<file path="config.mk">
export PLATFORM = sky130hd
export DESIGN_NAME = header_extraction_flat
export DESIGN_NICKNAME = d
export VERILOG_FILES = /design/src/rtl/header_extraction_pkg.sv /design/src/rtl/header_extraction_if.sv /design/src/rtl/header_extraction_axis_output_register.sv /design/src/rtl/header_extraction.sv /design/src/flat_wrapper.sv
export SDC_FILE = /design/constraint.sdc
export NUM_CORES = 2
export LEC_CHECK = 0
export BUFFER_PORTS_ARGS = -buffer_cell sky130_fd_sc_hd__clkbuf_2
export CAP_MARGIN = 0
export CELL_PAD_IN_SITES_DETAIL_PLACEMENT = 0
export CELL_PAD_IN_SITES_GLOBAL_PLACEMENT = 1
export CORE_AREA = 4 4 492 494
export CTS_BUF_LIST = sky130_fd_sc_hd__clkbuf_4 sky130_fd_sc_hd__clkbuf_8
export DETAILED_ROUTE_END_ITERATION = 12
export DIE_AREA = 0 0 496 498
export PLACE_DENSITY = 0.55
export SYNTH_ARGS = -nofsm -noshare
export SYNTH_HDL_FRONTEND = slang
export SYNTH_SLANG_ARGS = --single-unit
</file>
<file path="constraint.sdc">
create_clock -name clock -period 33.4 [get_ports clock]
set_input_delay 1.67 -clock clock [delete_from_list [all_inputs] [get_ports clock]]
set_output_delay 1.67 -clock clock [all_outputs]
set_load 0.01 [all_outputs]
</file>
<file path="src/rtl/header_extraction_pkg.sv">
// rtl/header_extraction_pkg.sv - shared state encodings and byte-count helpers for header insert/extract
package header_extraction_pkg;

  typedef enum logic [7:0] {
    CAPTURE_HEADER = 8'h01,
    STREAM         = 8'h02,
    FLUSH          = 8'h04
  } state_e;

  function automatic int bytes_per_beat(input int bits_per_beat);
    return bits_per_beat / 8;
  endfunction

  function automatic int bytes_per_header(input int header_size);
    return header_size / 8;
  endfunction

endpackage

</file>
<file path="src/rtl/header_extraction_if.sv">
// rtl/header_extraction_if.sv - stream in/out plus header side port bundle
interface header_extraction_if
  import header_extraction_pkg::*;
#(
  parameter int BITS_PER_BEAT = 512,
  parameter int HEADER_SIZE   = 112
);
  localparam int BB = bytes_per_beat(BITS_PER_BEAT);

  logic                     tvalid_in;
  logic [BITS_PER_BEAT-1:0] tdata_in;
  logic                     tlast_in;
  logic [BB-1:0]            tkeep_in;
  logic                     tready_out;
  logic                     tvalid_out;
  logic [BITS_PER_BEAT-1:0] tdata_out;
  logic                     tlast_out;
  logic [BB-1:0]            tkeep_out;
  logic                     tready_in;
  logic [HEADER_SIZE-1:0]   header_data;
  logic                     header_valid;
  logic                     runt_error;

  modport slave (
    input  tvalid_in, tdata_in, tlast_in, tkeep_in, tready_in,
    output tready_out, tvalid_out, tdata_out, tlast_out, tkeep_out,
    output header_data, header_valid, runt_error
  );

  modport master (
    output tvalid_in, tdata_in, tlast_in, tkeep_in, tready_in,
    input  tready_out, tvalid_out, tdata_out, tlast_out, tkeep_out,
    input  header_data, header_valid, runt_error
  );

endinterface

</file>
<file path="src/rtl/header_extraction_axis_output_register.sv">
// rtl/header_extraction_axis_output_register.sv - one-deep stream holding register
module axis_output_register #(
  parameter int DATA_W = 512,
  parameter int KEEP_W = 64
) (
  input  logic              clock,
  input  logic              reset,
  input  logic              load_i,
  input  logic [DATA_W-1:0] data_i,
  input  logic [KEEP_W-1:0] keep_i,
  input  logic              last_i,
  input  logic              ready_i,
  output logic              free_o,
  output logic              valid_o,
  output logic [DATA_W-1:0] data_o,
  output logic [KEEP_W-1:0] keep_o,
  output logic              last_o
);
  logic              valid_q;
  logic [DATA_W-1:0] data_q;
  logic [KEEP_W-1:0] keep_q;
  logic              last_q;

  // Free when empty or when the held beat is consumed this cycle.
  assign free_o = !valid_q || ready_i;

  always_ff @(posedge clock or posedge reset) begin
    if (reset) begin
      valid_q <= 1'b0;
      data_q  <= '0;
      keep_q  <= '0;
      last_q  <= 1'b0;
    end else if (free_o) begin
      valid_q <= load_i;
      if (load_i) begin
        data_q <= data_i;
        keep_q <= keep_i;
        last_q <= last_i;
      end
    end
  end

  assign valid_o = valid_q;
  assign data_o  = data_q;
  assign keep_o  = keep_q;
  assign last_o  = last_q;

endmodule

</file>
<file path="src/rtl/header_extraction.sv">
// rtl/header_extraction.sv - strips the leading header from each packet and re-aligns the payload to lane 0
module header_extraction
  import header_extraction_pkg::*;
#(
  parameter int BITS_PER_BEAT = 512,
  parameter int HEADER_SIZE   = 112
) (
  input logic                clock,
  input logic                reset,
  header_extraction_if.slave bus
);
  localparam int B  = BITS_PER_BEAT;
  localparam int H  = HEADER_SIZE;
  localparam int BB = bytes_per_beat(B);
  localparam int HB = bytes_per_header(H);
  localparam int LB = B - H;
  localparam int LK = BB - HB;

  state_e          state_q, state_d;
  logic [LB-1:0]   leftover_q, leftover_d;
  logic [LK-1:0]   keep_left_q, keep_left_d;
  logic [H-1:0]    header_q, header_d;
  logic            header_valid_q, header_valid_d;
  logic            runt_q, runt_d;
  logic            out_load, out_last, out_free;
  logic [B-1:0]    out_data;
  logic [BB-1:0]   out_keep;
  logic            accept, upper_keep_any;

  assign bus.tready_out = (state_q != FLUSH) && out_free;
  assign accept         = bus.tvalid_in && bus.tready_out;
  assign upper_keep_any = |bus.tkeep_in[BB-1:HB];

  always_comb begin
    state_d        = state_q;
    leftover_d     = leftover_q;
    keep_left_d    = keep_left_q;
    header_d       = header_q;
    header_valid_d = 1'b0;
    runt_d         = 1'b0;
    out_load       = 1'b0;
    out_data       = {{H{1'b0}}, leftover_q};
    out_keep       = {{HB{1'b0}}, keep_left_q};
    out_last       = 1'b1;
    case (state_q)
      CAPTURE_HEADER: begin
        if (accept) begin
          if (bus.tlast_in && !(&bus.tkeep_in[HB-1:0])) begin
            runt_d = 1'b1;
          end else begin
            header_d       = bus.tdata_in[H-1:0];
            header_valid_d = 1'b1;
            leftover_d     = bus.tdata_in[B-1:H];
            keep_left_d    = bus.tkeep_in[BB-1:HB];
            out_data       = {{H{1'b0}}, bus.tdata_in[B-1:H]};
            out_keep       = {{HB{1'b0}}, bus.tkeep_in[BB-1:HB]};
            if (bus.tlast_in) out_load = upper_keep_any;
            else              state_d  = STREAM;
          end
        end
      end
      STREAM: begin
        if (accept) begin
          out_load    = 1'b1;
          out_data    = {bus.tdata_in[H-1:0], leftover_q};
          out_keep    = {bus.tkeep_in[HB-1:0], keep_left_q};
          out_last    = bus.tlast_in && !upper_keep_any;
          leftover_d  = bus.tdata_in[B-1:H];
          keep_left_d = bus.tkeep_in[BB-1:HB];
          // Bytes left over past the last beat need one extra output beat.
          if (bus.tlast_in) state_d = upper_keep_any ? FLUSH : CAPTURE_HEADER;
        end
      end
      FLUSH: begin
        if (out_free) begin
          out_load = 1'b1;
          state_d  = CAPTURE_HEADER;
        end
      end
      default: state_d = CAPTURE_HEADER;
    endcase
  end

  always_ff @(posedge clock or posedge reset) begin
    if (reset) begin
      state_q        <= CAPTURE_HEADER;
      leftover_q     <= '0;
      keep_left_q    <= '0;
      header_q       <= '0;
      header_valid_q <= 1'b0;
      runt_q         <= 1'b0;
    end else begin
      state_q        <= state_d;
      leftover_q     <= leftover_d;
      keep_left_q    <= keep_left_d;
      header_q       <= header_d;
      header_valid_q <= header_valid_d;
      runt_q         <= runt_d;
    end
  end

  assign bus.header_data  = header_q;
  assign bus.header_valid = header_valid_q;
  assign bus.runt_error   = runt_q;

  axis_output_register #(
    .DATA_W(B),
    .KEEP_W(BB)
  ) u_out_reg (
    .clock  (clock),
    .reset  (reset),
    .load_i (out_load),
    .data_i (out_data),
    .keep_i (out_keep),
    .last_i (out_last),
    .ready_i(bus.tready_in),
    .free_o (out_free),
    .valid_o(bus.tvalid_out),
    .data_o (bus.tdata_out),
    .keep_o (bus.tkeep_out),
    .last_o (bus.tlast_out)
  );

endmodule
</file>
<file path="src/flat_wrapper.sv">
// flat-port wrapper written by rule: the top's interface ports become plain ports
module header_extraction_flat import header_extraction_pkg::*;
#(
  parameter int BITS_PER_BEAT = 512,
  parameter int HEADER_SIZE   = 112
)
  (clock, reset, bus_tvalid_in, bus_tdata_in, bus_tlast_in, bus_tkeep_in, bus_tready_in, bus_tready_out, bus_tvalid_out, bus_tdata_out, bus_tlast_out, bus_tkeep_out, bus_header_data, bus_header_valid, bus_runt_error);
  header_extraction_if #(.BITS_PER_BEAT(BITS_PER_BEAT), .HEADER_SIZE(HEADER_SIZE)) bus_i ();
  input logic clock;
  input logic reset;
  input wire logic [$bits(bus_i.tvalid_in)-1:0] bus_tvalid_in;
  input wire logic [$bits(bus_i.tdata_in)-1:0] bus_tdata_in;
  input wire logic [$bits(bus_i.tlast_in)-1:0] bus_tlast_in;
  input wire logic [$bits(bus_i.tkeep_in)-1:0] bus_tkeep_in;
  input wire logic [$bits(bus_i.tready_in)-1:0] bus_tready_in;
  output wire logic [$bits(bus_i.tready_out)-1:0] bus_tready_out;
  output wire logic [$bits(bus_i.tvalid_out)-1:0] bus_tvalid_out;
  output wire logic [$bits(bus_i.tdata_out)-1:0] bus_tdata_out;
  output wire logic [$bits(bus_i.tlast_out)-1:0] bus_tlast_out;
  output wire logic [$bits(bus_i.tkeep_out)-1:0] bus_tkeep_out;
  output wire logic [$bits(bus_i.header_data)-1:0] bus_header_data;
  output wire logic [$bits(bus_i.header_valid)-1:0] bus_header_valid;
  output wire logic [$bits(bus_i.runt_error)-1:0] bus_runt_error;
  assign bus_i.tvalid_in = bus_tvalid_in;
  assign bus_i.tdata_in = bus_tdata_in;
  assign bus_i.tlast_in = bus_tlast_in;
  assign bus_i.tkeep_in = bus_tkeep_in;
  assign bus_i.tready_in = bus_tready_in;
  assign bus_tready_out = bus_i.tready_out;
  assign bus_tvalid_out = bus_i.tvalid_out;
  assign bus_tdata_out = bus_i.tdata_out;
  assign bus_tlast_out = bus_i.tlast_out;
  assign bus_tkeep_out = bus_i.tkeep_out;
  assign bus_header_data = bus_i.header_data;
  assign bus_header_valid = bus_i.header_valid;
  assign bus_runt_error = bus_i.runt_error;
  header_extraction #(.BITS_PER_BEAT(BITS_PER_BEAT), .HEADER_SIZE(HEADER_SIZE)) u_core (.clock(clock), .reset(reset), .bus(bus_i));
endmodule
</file>
==> flow_metrics.tcl <==
set metrics [dict create \
    status "complete, no violations" \
    antenna_found_initial 38 \
    skew_ps 53.8 \
    mappedNetlistArea_sq_mm 0.0494 \
    cts_setup_buffers 0 \
    place_worst_setup_slack_ps 25460 \
    drv_cap 0 \
    synthesis.instances 3220 \
    reg2reg_slack_ps 27970 \
    critPathMaxStageDelay_ps 880 \
    area.growth.synth_to_final_pct 28.7 \
    final_util 0.268 \
    p_leak_nw 30.2 \
    path_buf_inv 9 \
    dieWidth_um 496 \
    io-pin-count 1274 \
    clkTransAtPathRegs_ps 60 \
    drtIter0Drc 1781 \
    multi_input_area_sq_mm 0.0194 \
    overflow 0 \
    start_util 0.208 \
    timing.rr.start "u_core.state_q[0]" \
    cts_buffers 210 \
    antenna_left 0 \
    arrival_ps 7540 \
    core_area_sq_mm 0.237 \
    clock_sinks 1145 \
    wl_um 186000 \
    fin_hold_ws_ps 476 \
    setup_tns_ps 0 \
    dieHeight_um 498 \
    rsz0062_at_grt "false" \
    slowest_stage "buf_4" \
    power.density_mw_per_mm2 84.7 \
    clock_latency_ps 930 \
    die-area_sq_mm 0.247 \
    yosys.cell_types.count 34 \
    hold_buffers 0 \
    cp_max_fo 81 \
    timing_hold_violations_final 0 \
    route.detailed.drc 0 \
    hp-class "register to register" \
    cp-start-kind "primary input" \
    met2_length_um 86800 \
    critical_path_class "primary input to async pin" \
    crit_path_frequent_cell "buf_4" \
    cp_top_family "buffers and inverters" \
    setup_ws_ps 26710 \
    critPathRequiredTime_ps 34240 \
    cts-root-buf "clkbuf_8" \
    track_usage 0.146 \
    routedWlPerCell_um 23.6 \
    ys_warn_count 0 \
    numPortBuffers 1273 \
    wl_met1_um 78200 \
    seq_area_sq_mm 0.0287 \
    ir_drop_uv 41.7 \
    gp_congestion 0.853 \
    wl_met3_um 17300 \
    nFillCells 24800 \
    finalSetupViolCount 0 \
    rows 179 \
    critPathLaunch "reset" \
    min_period_ps 6700 \
    postSynthRegisterBits 1145 \
    vias_per_cell 4.07 \
    path_cells "clkbuf_2, clkinvlp_4, buf_4, buf_4, buf_4, buf_4, buf_4, buf_4, buf_4" \
    max-clock-path-buffers 3 \
    cts_tree "yes" \
    grt_max_degree 145 \
    final_nets 5128 \
    seq_area_frac_synth 0.580 \
    p_total_mw 5.38 \
    fmax_mhz 149 \
    vias 32100 \
    hp-start "u_core.bus.header_data[32]" \
    h-tree-depth 4 \
    slew_headroom 0.209 \
    syn-mean-instance-area_sq_um 15.3 \
    worstMarginPinSlew_ps 1190 \
    hpwl_um 139000 \
    slew_viol_final 0 \
    ctsResizeCount 0 \
    endpoint_kind "async pin" \
    syn-num-nets 3801 \
    grt_pass1_vias 34400 \
    fin_crit_sh 0.200 \
    grt_pass1_wl_um 264000 \
    highest_layer "met5" \
    drive_gt1_frac 0.561 \
    drt_pass1_iterations 7 \
]
==> state kept, by name, summed over array words and instances, names as in the netlist <==
name,flops
u_core.u_out_reg.keep_o,64
u_core.bus.header_valid,1
u_core.u_out_reg.valid_o,1
u_core.state_q,3
u_core.u_out_reg.data_o,512
u_core.bus.header_data,112
u_core.keep_left_q,50
u_core.u_out_reg.last_o,1
u_core.leftover_q,400
u_core.bus.runt_error,1
==> cell usage in the layout, fill, tap and decap left out, types with 7 or more instances in the layout <==
cell      instances
clkbuf_4         65
mux2_4          389
buf_4            36
clkinv_2         21
nand2_1         344
nor4_1           11
dfrtp_1        1144
mux2_2          551
mux2_1          410
a22o_1          126
clkbuf_2       1273
diode_2          13
buf_12            7
clkbuf_8        274
==> worst register-to-register path: cells and delay by family (launching register included) <==
kind	cells	cell delay, ps
compound gates	1	250
buf+inv	4	3340
flops	1	560
mux	1	440
simple gates	3	700
==> synthesized netlist by cell type (all sizes together) <==
library cell,count,area (sq um)
a22o,126,1100
nor3b,1,7.51
o31a,1,8.76
a41oi,1,8.76
dfrtp,1144,28600
and3,1,6.26
dfstp,1,26.3
o21ai,1,5.00
o41ai,1,16.3
inv,4,15.0
a21oi,1,8.76
nor4,13,96.3
or3,1,6.26
nand3,2,10.0
a31oi,2,12.5
clkbuf,26,97.6
mux2i,1,10.0
o31ai,1,7.51
nand3b,1,7.51
nor2b,4,25.0
a2bb2oi,2,17.5
nand2,345,1290
buf,175,1230
nor2,7,26.3
nand2b,1,6.26
mux2,1350,16700
nor3,1,5.00
nand4,6,37.5
==> power breakdown <==
| group | switching (mW) | internal (mW) |
|---|---|---|
| Sequential | 0.323 | 1.91 |
| Combinational | 0.819 | 0.852 |
| Clock | 0.642 | 0.841 |
==> layout make-up <==
cell class              count  share of cell area
diodes                     13            0.000512
clock buffers             339              0.0670
multi-input cells        1870               0.306
flip-flops and latches   1145               0.451
repair buffers           1316               0.107
inverters                   4            0.000413
clock inverters            40             0.00659
well taps                3167              0.0623
==> per-stage QoR <==
| stage | instance area (sq um) | std cells |
|---|---|---|
| 3_5_place_dp | 58900 | 7502 |
| 3_3_place_gp | 58900 | 7502 |
| 6_report | 63600 | 7894 |
| 2_1_floorplan | 49400 | 3220 |
| 4_1_cts | 63500 | 7881 |
| 5_1_grt | 63600 | 7889 |
==> logic make-up after synthesis <==
logic type / share of synthesized area
flip-flops: 0.580
buffers and inverters: 0.0273
AND/OR/NAND/NOR: 0.0310
AO/OA/AOI/OAI: 0.0241
multiplexers: 0.338
==> routing by layer <==
layer	vias to the layer above	track usage
met5	-	0
met4	30	0.0343
met3	257	0.0600
met2	1160	0.235
met1	16500	0.181
li1	14100	-
==> worst paths after layout <==
path                                                endpoint  cells past startpoint
worst max-delay path                   u_core.leftover_q[24]                      9
worst min register to register    u_core.bus.header_data[32]                      2
min in group asynchronous       u_core.u_out_reg.data_o[450]                      3
worst min-delay path              u_core.bus.header_data[32]                      2
worst max register to register  u_core.u_out_reg.data_o[173]                      9
max in group clock              u_core.u_out_reg.data_o[147]                     10
Power figures use the tool's default switching activity.
